===== config.mk =====
export PLATFORM = sky130hd
export DESIGN_NAME = uart_tx_engine
export DESIGN_NICKNAME = d
export VERILOG_FILES = /design/src/rtl/uart_tx_engine.sv
export SDC_FILE = /design/constraint.sdc
export NUM_CORES = 1
export LEC_CHECK = 0
export ABC_AREA = 1
export BUFFER_PORTS_ARGS = -buffer_cell sky130_fd_sc_hd__buf_2
export CORE_ASPECT_RATIO = 0.9
export CORE_UTILIZATION = 55
export CTS_CLUSTER_DIAMETER = 200
export DETAILED_ROUTE_END_ITERATION = 10
export GPL_ROUTABILITY_DRIVEN = 0
export PLACE_DENSITY = 0.77
export SYNTH_ARGS = -nofsm -noshare
export SYNTH_HDL_FRONTEND = slang
export SYNTH_SLANG_ARGS = --single-unit

===== constraint.sdc =====
create_clock -name PCLK -period 2.2 [get_ports PCLK]
set_clock_uncertainty 0.1 [all_clocks]
set_input_delay 0.11 -clock PCLK [delete_from_list [all_inputs] [get_ports PCLK]]
set_output_delay 0.11 -clock PCLK [all_outputs]
set_load 0.01 [all_outputs]

===== src/rtl/uart_tx_engine.sv =====
// UART transmit engine: edge-triggered request, 8-bit LSB-first frame with optional
// odd/even parity, one stop bit; bit period selected per frame from four baud settings.
module uart_tx_engine #(
   parameter int BIT_CYC_0 = 20833,
   parameter int BIT_CYC_1 = 10417,
   parameter int BIT_CYC_2 = 5208,
   parameter int BIT_CYC_3 = 2604,
   parameter int CNT_W     = 16
) (
   input  logic       PCLK,
   input  logic       PRESET,
   input  logic       send,
   input  logic [7:0] DATA_TX,
   input  logic [1:0] parity_type,
   input  logic [1:0] baud_rate,
   input  logic       tx_enable,
   output logic       tx,
   output logic       tx_active_flag,
   output logic       tx_done_flag,
   output logic [2:0] fsm_state
);

   typedef enum logic [2:0] {
      IDLE   = 3'd0,
      START  = 3'd1,
      DATA   = 3'd2,
      PARITY = 3'd3,
      STOP   = 3'd4
   } state_t;

   state_t           state_q, state_d;
   logic [CNT_W-1:0] cnt_q, cnt_d;
   logic [2:0]       bit_q, bit_d;
   logic [7:0]       data_q;
   logic             par_q;
   logic             par_en_q;
   logic [CNT_W-1:0] period_q;
   logic             send_q;
   logic             accept;
   logic             wrap;
   logic             tx_d;
   logic             active_d;
   logic             done_d;

   assign accept    = (state_q == IDLE) & send & ~send_q & tx_enable;
   assign wrap      = (cnt_q == period_q - CNT_W'(1));
   assign fsm_state = state_q;

   // State register and frame counters.
   always_ff @(posedge PCLK or posedge PRESET) begin
      if (PRESET) begin
         state_q <= IDLE;
         cnt_q   <= '0;
         bit_q   <= '0;
         send_q  <= 1'b0;
      end else begin
         state_q <= state_d;
         cnt_q   <= cnt_d;
         bit_q   <= bit_d;
         send_q  <= send;
      end
   end

   // Frame parameters are frozen at acceptance so bridge-side changes cannot disturb a frame.
   always_ff @(posedge PCLK or posedge PRESET) begin
      if (PRESET) begin
         data_q   <= '0;
         par_q    <= 1'b0;
         par_en_q <= 1'b0;
         period_q <= '0;
      end else if (accept) begin
         data_q   <= DATA_TX;
         par_q    <= (parity_type == 2'b01) ? ~^DATA_TX : ^DATA_TX;
         par_en_q <= (parity_type == 2'b01) || (parity_type == 2'b10);
         case (baud_rate)
            2'b00:   period_q <= CNT_W'(BIT_CYC_0);
            2'b01:   period_q <= CNT_W'(BIT_CYC_1);
            2'b10:   period_q <= CNT_W'(BIT_CYC_2);
            default: period_q <= CNT_W'(BIT_CYC_3);
         endcase
      end
   end

   always_comb begin
      state_d = state_q;
      cnt_d   = cnt_q + CNT_W'(1);
      bit_d   = bit_q;
      case (state_q)
         IDLE: begin
            cnt_d = '0;
            if (accept) state_d = START;
         end
         START: begin
            if (wrap) begin
               state_d = DATA;
               cnt_d   = '0;
               bit_d   = '0;
            end
         end
         DATA: begin
            if (wrap) begin
               cnt_d = '0;
               if (bit_q == 3'd7) state_d = par_en_q ? PARITY : STOP;
               else               bit_d   = bit_q + 3'd1;
            end
         end
         PARITY: begin
            if (wrap) begin
               state_d = STOP;
               cnt_d   = '0;
            end
         end
         STOP: begin
            if (wrap) begin
               state_d = IDLE;
               cnt_d   = '0;
            end
         end
         default: begin
            state_d = IDLE;
            cnt_d   = '0;
         end
      endcase
   end

   // Outputs are decoded from the next state and registered, so tx changes on the entry edge.
   always_comb begin
      tx_d     = 1'b1;
      active_d = (state_d != IDLE);
      done_d   = tx_done_flag;
      case (state_d)
         START:   tx_d = 1'b0;
         DATA:    tx_d = data_q[bit_d];
         PARITY:  tx_d = par_q;
         default: tx_d = 1'b1;
      endcase
      if (accept)                          done_d = 1'b0;
      else if ((state_q == STOP) && wrap)  done_d = 1'b1;
   end

   always_ff @(posedge PCLK or posedge PRESET) begin
      if (PRESET) begin
         tx             <= 1'b1;
         tx_active_flag <= 1'b0;
         tx_done_flag   <= 1'b0;
      end else begin
         tx             <= tx_d;
         tx_active_flag <= active_d;
         tx_done_flag   <= done_d;
      end
   end

endmodule


==> run_results.csv, run 1 <==
group,metric,value,unit
finish,nets,562,
run_status,violations,"negative setup slack",
run_status,status,"complete, but fails checks",
finish,ff_latch_area,1160,um2
worst_setup_path,cp_data_required_time,2.36,ns
drt,drt_iter0_drc,314,
clocking,cts_tree,"built",
worst_setup_path,critPathMaxFanout,4,
logic_synthesis,synthArstFlopShare,1.00,
power_and_ir_drop,power,1.71,mW
floorplanning,core-area,5350,um2
logic_synthesis,synthCells,447,
timing,period_share,1.17,
finish,fill_cells,307,
global_route,grt_pass1_vias,3217,
global_route,grt_pass1_wl,14800,um
logic_synthesis,synth_fp_nets,472,
clocking,cts.sinks,46,
timing,layout_setup_ws,-0.382,ns
place,port_buffers,21,
drt,ant_nets,0,
worst_setup_path,cp-end-kind,"flop",
timing,rsz0062_at_grt,"yes",
floorplanning,die_w,81.4,um
global_route,grt_overflow_total,0,
clocking,cts_root_buf,"clkbuf_8",
min_path,hold_class,"primary input to flop",
drt,firstDrtPassIters,5,
finish,drive_gt1_frac,0.357,
power_and_ir_drop,p_per_area,392,nW/um2
floorplanning,start_util,0.583,
logic_synthesis,ys_seq_area_frac,0.369,
clocking,clk_pin_slew,0.09,ns
finish,final_common_cell,"nand2_1",
power_and_ir_drop,leakagePower,2.14,nW
global_route,grt_max_degree,47,
power_and_ir_drop,ir_drop,0.474,mV
logic_synthesis,ys_ff_latch,46,
floorplanning,fp.dieArea,5980,um2
flow_run,max-cap-violations,0,
floorplanning,rows,25,
timing,hold_violations,0,
global_route,antenna_found_initial,0,
clocking,worst_skew_pair.late_latency,0.31,ns
timing,final.min_clock_period,2.58,ns
timing,max-slew-margin-rel,0.602,
logic_synthesis,netlist_area,3120,um2
logic_synthesis,ys_warn_count,0,
worst_setup_path,path_class,"flop to flop",
logic_synthesis,post_synth.cell_area_avg,6.98,um2
min_path,worstHoldStart,"parity_type[0]",
worst_setup_path,worstPathArrival,2.74,ns
drt,via_per_inst,5.67,
logic_synthesis,ys_types,36,
timing,fmax,0.387,GHz
worst_setup_path,worstReg2RegStart,"period_q[9]$_DFFE_PP0P_",
clocking,tritoncts.num_buffers,5,
finish,final_cell_mix,"107 x nand2_1, 56 x inv_1, 46 x buf_4",
timing,setup_viol,23,
clocking,htreeDepth,2,
place,hpwl,6150,um
worst_setup_path,crit_start,"period_q[9]$_DFFE_PP0P_",
logic_synthesis,ys.flop_type,"dfrtp_1",
global_route,track_usage,0.331,
finish,syn2layout_area_growth,39.5,%
floorplanning,ios,22,
drt,drc,0,
place,pre_cts_slack,-0.364,ns
drt,vias,3431,
worst_setup_path,cp-start-kind,"flop",
finish,n_antenna_cell,0,
floorplanning,die_h,73.5,um
worst_setup_path,r2r_cells,19,
timing,worst_pin_slew,0.597,ns
logic_synthesis,synth_edf_count,0,
drt,routed_wl,9800,um
drt,drt-wirelength-per-cell,16.2,um
clocking,max-clock-path-buffers,2,
timing,drv_slew,0,
min_path,hold_depth,3,
finish,multi_input_area,2090,um2
[where the power goes]
| group | internal, mW | switching, mW |
|---|---|---|
| logic | 0.121 | 0.155 |
| registers | 0.866 | 0.0248 |
| clock network | 0.224 | 0.316 |
| total | 1.21 | 0.495 |
[final cells by class]
type,count,area share
Clock buffer,5,0.0158
Clock inverter,3,0.00489
Inverter,66,0.0575
Multi-Input combinational cell,331,0.480
Sequential cell,46,0.266
Tap cell,67,0.0193
Timing Repair Buffer,87,0.156
[stage by stage]
stage,hold slack (ns),instance area (um2),utilization,setup TNS (ns),cells
2_1_floorplan,0.0414,3150,-,0,447
3_3_place_gp,0.136,3680,0.688,-1.32,577
3_5_place_dp,0.138,3680,0.688,-2.92,577
4_1_cts,0.0120,4140,0.775,-2.16,602
5_1_grt,0.0234,4350,0.814,-7.40,605
6_report,0.0124,4350,0.814,-4.59,605
[per-layer routing]
layer | vias to the layer above | global-route usage | share of wire
met5 | - | 0 | 0
met3 | 57 | 0.0708 | 0.080
met1 | 1602 | 0.428 | 0.40
met4 | 0 | 0.141 | 0.048
li1 | 1593 | - | -
met2 | 179 | 0.533 | 0.47
[state kept, by name (all words and copies together) (netlist names)]
name and count:
cnt_q 16, period_q 10, data_q 8, bit_q 3, fsm_state 3, par_en_q 1
par_q 1, send_q 1, tx 1, tx_active_flag 1, tx_done_flag 1
[critical path, cell delays in order (launching register included)]
cell and delay [ns]:
dfrtp_2 0.46, inv_2 0.08, buf_4 0.13, buf_4 0.13
nand3_1 0.08, nand3b_1 0.14, nand2_1 0.07, nor2_1 0.20
nand2_1 0.11, nor2_2 0.13, nand3_2 0.16, nand2_4 0.11
nand2_4 0.06, nand3_4 0.11, nand3_1 0.08, nand3_1 0.09
nand2_1 0.07, nand2_1 0.07, nand3_1 0.08, nand2_1 0.06
[cell families (layout without fill, tap and decap cells)]
family	count (synthesis)	after routing	share of synthesized area
compound gates	33	33	0.0597
xor+xnor	17	17	0.0477
fa+ha+maj	9	9	0.0361
buf+inv	70	161	0.0846
flops	46	46	0.369
mux	1	1	0.00321
simple gates	271	271	0.399
[path summary, 6_finish.rpt]
kind,endpoint,slack (ns)
worst max-delay path,tx$_DFF_PP1_,-0.38
min in group asynchronous,data_q[3]$_DFFE_PP0P_,0.38
worst min register to register,data_q[2]$_DFFE_PP0P_,0.39
worst max register to register,tx$_DFF_PP1_,-0.38
worst min-delay path,par_en_q$_DFFE_PP0P_,0.01
max in group asynchronous,period_q[9]$_DFFE_PP0P_,1.17
[what timing repair did]
item,4_1_cts,5_1_grt
hold buffers,10,0
buffers inserted,7,4
pin swaps,26,24
setup endpoints to repair,22,25
hold endpoints to repair,54,0
resized for setup,54,55
[Yosys cell counts, types with 5 or more instances]
cell / instances / share of area
nand2_1: 133 / 0.16
inv_1: 61 / 0.073
nand3_1: 49 / 0.079
nor2_1: 47 / 0.057
dfrtp_1: 45 / 0.36
o21ai_0: 17 / 0.027
xor2_1: 10 / 0.028
ha_1: 9 / 0.036
nor3_1: 9 / 0.014
nand3_2: 8 / 0.026
xnor2_1: 7 / 0.020
nand2_2: 5 / 0.010
Note: power is estimated with default switching activity, not from simulation.
==> run 2: changes to the inputs <==
--- a/config.mk
+++ b/config.mk
@@ -9,9 +9,9 @@
 export BUFFER_PORTS_ARGS = -buffer_cell sky130_fd_sc_hd__buf_2
 export CORE_ASPECT_RATIO = 0.9
-export CORE_UTILIZATION = 55
+export CORE_UTILIZATION = 61
 export CTS_CLUSTER_DIAMETER = 200
 export DETAILED_ROUTE_END_ITERATION = 10
 export GPL_ROUTABILITY_DRIVEN = 0
-export PLACE_DENSITY = 0.77
+export PLACE_DENSITY = 0.8
 export SYNTH_ARGS = -nofsm -noshare
 export SYNTH_HDL_FRONTEND = slang
==> constraint.sdc (replaced) <==
create_clock -name PCLK -period 3.1 [get_ports PCLK]
set_clock_uncertainty 0.1 [all_clocks]
set_input_delay 0.155 -clock PCLK [delete_from_list [all_inputs] [get_ports PCLK]]
set_output_delay 0.155 -clock PCLK [all_outputs]
set_load 0.02 [all_outputs]
==> run_results.csv, run 2 (synthesized netlist as in run 1, its figures left out) <==
group,metric,value,unit
worst_setup_path,cp-endpoint,"cnt_q[7]$_DFF_PP0_",
timing,setup_viol,0,
clocking,htreeDepth,2,
worst_setup_path,worstReg2RegStart,"period_q[9]$_DFFE_PP0P_",
drt,drc,0,
clocking,cts_root_buf,"clkbuf_8",
floorplanning,die_h,69.9,um
timing,rsz0062_at_grt,"no",
worst_setup_path,cp-start-kind,"flop",
timing,tns,0,ns
worst_setup_path,path_class,"flop to flop",
finish,fill_cells,413,
worst_setup_path,r2r_end,"cnt_q[7]$_DFF_PP0_",
timing,worst_pin_slew,0.946,ns
finish,largest_reg_flops,16,
drt,drt_iter0_drc,327,
timing,fmax,0.364,GHz
clocking,tritoncts.num_buffers,5,
worst_setup_path,cp-end-kind,"flop",
clocking,worst_skew_pair.late_latency,0.30,ns
global_route,antenna_found_initial,0,
worst_setup_path,reg2reg_slack,0.35,ns
power_and_ir_drop,leakagePower,1.78,nW
worst_setup_path,crit_start,"period_q[9]$_DFFE_PP0P_",
place,placed_cell_area,3310,um2
global_route,grt_pass1_vias,2810,
finish,nets,507,
finish,n_antenna_cell,0,
global_route,grt_pass1_wl,13200,um
drt,via_per_inst,5.45,
floorplanning,rows,24,
power_and_ir_drop,ir_drop,0.287,mV
clocking,cts_tree,"built",
min_path,hold_depth,3,
finish,post-route-util,0.711,
floorplanning,start_util,0.638,
floorplanning,core-area,4890,um2
global_route,track_usage,0.316,
min_path,hold_class,"primary input to flop",
finish,ff_latch_area,1150,um2
finish,largestRegisters,"cnt_q x16, period_q x10, data_q x8",
timing,max-slew-margin-rel,0.369,
drt,firstDrtPassIters,5,
timing,final.min_clock_period,2.75,ns
global_route,grt_overflow_total,0,
floorplanning,die_w,77.4,um
drt,vias,2982,
timing,hold_violations,0,
finish,multi_input_area,1710,um2
timing,hold-worst-slack,0.00581,ns
finish,final_cell_mix,"133 x nand2_1, 60 x inv_1, 49 x nand3_1",
finish,top_register,"cnt_q",
clocking,max-clock-path-buffers,2,
drt,routed_wl,7750,um
floorplanning,ios,22,
worst_setup_path,worstPathArrival,2.81,ns
finish,final_common_cell,"nand2_1",
flow_run,max-cap-violations,0,
global_route,grt_max_degree,47,
floorplanning,fp.dieArea,5410,um2
clocking,cts.sinks,46,
finish,fin_area,3480,um2
drt,ant_nets,0,
clocking,postCtsSetupBuffers,0,
clocking,clk_pin_slew,0.09,ns
timing,period_share,0.887,
worst_setup_path,critPathMaxFanout,16,
place,port_buffers,21,
finish,drive_gt1_frac,0.127,
run_status,status,"completed",
worst_setup_path,cp_data_required_time,3.16,ns
drt,drt-wirelength-per-cell,14.2,um
worst_setup_path,r2r_cells,15,
finish,syn2layout_area_growth,11.5,%
place,hpwl,5950,um
timing,drv_slew,0,
power_and_ir_drop,p_per_area,321,nW/um2
-- run 2: changes by cell type in the layout (fill, tap and decap cells not counted), sizes merged --
cell / before / now
dlygate4sd3: 10 / 9
clkinvlp: 1 / 0
buf: 77 / 23
clkinv: 2 / 4
inv: 66 / 64
-- run 2: final cells by class --
class | count | area share
timing repair buffer | 32 | 0.0604
inverter | 66 | 0.0712
sequential | 46 | 0.331
clock inverter | 2 | 0.00288
multi-input combinational | 331 | 0.491
tap | 65 | 0.0234
clock buffer | 5 | 0.0198
-- run 2: timing repair --
| action | 4_1_cts | 5_1_grt |
|---|---|---|
| hold buffers | 9 | 0 |
| resized for setup | 0 | 0 |
| endpoints found under the hold margin | 21 | 0 |
-- run 2: power breakdown --
part,total [mW],internal [mW],switching (mW)
logic,0.132,0.0505,0.0820
registers,0.631,0.614,0.0172
clock network,0.353,0.152,0.201
total,1.12,0.816,0.300
-- run 2: per-layer routing --
layer / track usage / share of wire / vias to the layer above
met5: 0 / 0 / -
met2: 0.498 / 0.46 / 110
li1: - / - / 1485
met4: 0.0985 / 0.013 / 0
met1: 0.448 / 0.46 / 1376
met3: 0.0497 / 0.064 / 11
-- run 2: critical path, stage by stage (launching register included) --
cell,delay [ns]
dfrtp_1,0.45
inv_1,0.16
ha_1,0.24
nand2_1,0.10
nor2_1,0.19
nand2_1,0.08
nand2_1,0.08
nand2_1,0.06
nor2_1,0.12
nand2_1,0.06
nor2_1,0.11
nand3_2,0.12
clkinv_1,0.11
a21oi_1,0.06
nand2_1,0.44
nor2_1,0.13
-- run 2: through the flow --
stage                     worst slack (ns)  cells  power [mW]
after floorplan                      0.833    447       0.721
after global placement               0.554    531       0.758
after detailed placement             0.379    531       0.763
after CTS                            0.376    547        1.12
after global routing                0.0464    547        1.16
final                                0.351    547        1.12
-- run 2: how the worst min path moves through the flow --
stage / slack (ns) / startpoint / to
after CTS: 0.01 / DATA_TX[4] / data_q[4]$_DFFE_PP0P_
after floorplan: 0.09 / send / send_q$_DFF_PP0_
after global placement: 0.18 / send / send_q$_DFF_PP0_
after detailed placement: 0.19 / send / send_q$_DFF_PP0_
final: 0.006 / DATA_TX[4] / data_q[4]$_DFFE_PP0P_
after global routing: 0.02 / DATA_TX[4] / data_q[4]$_DFFE_PP0P_
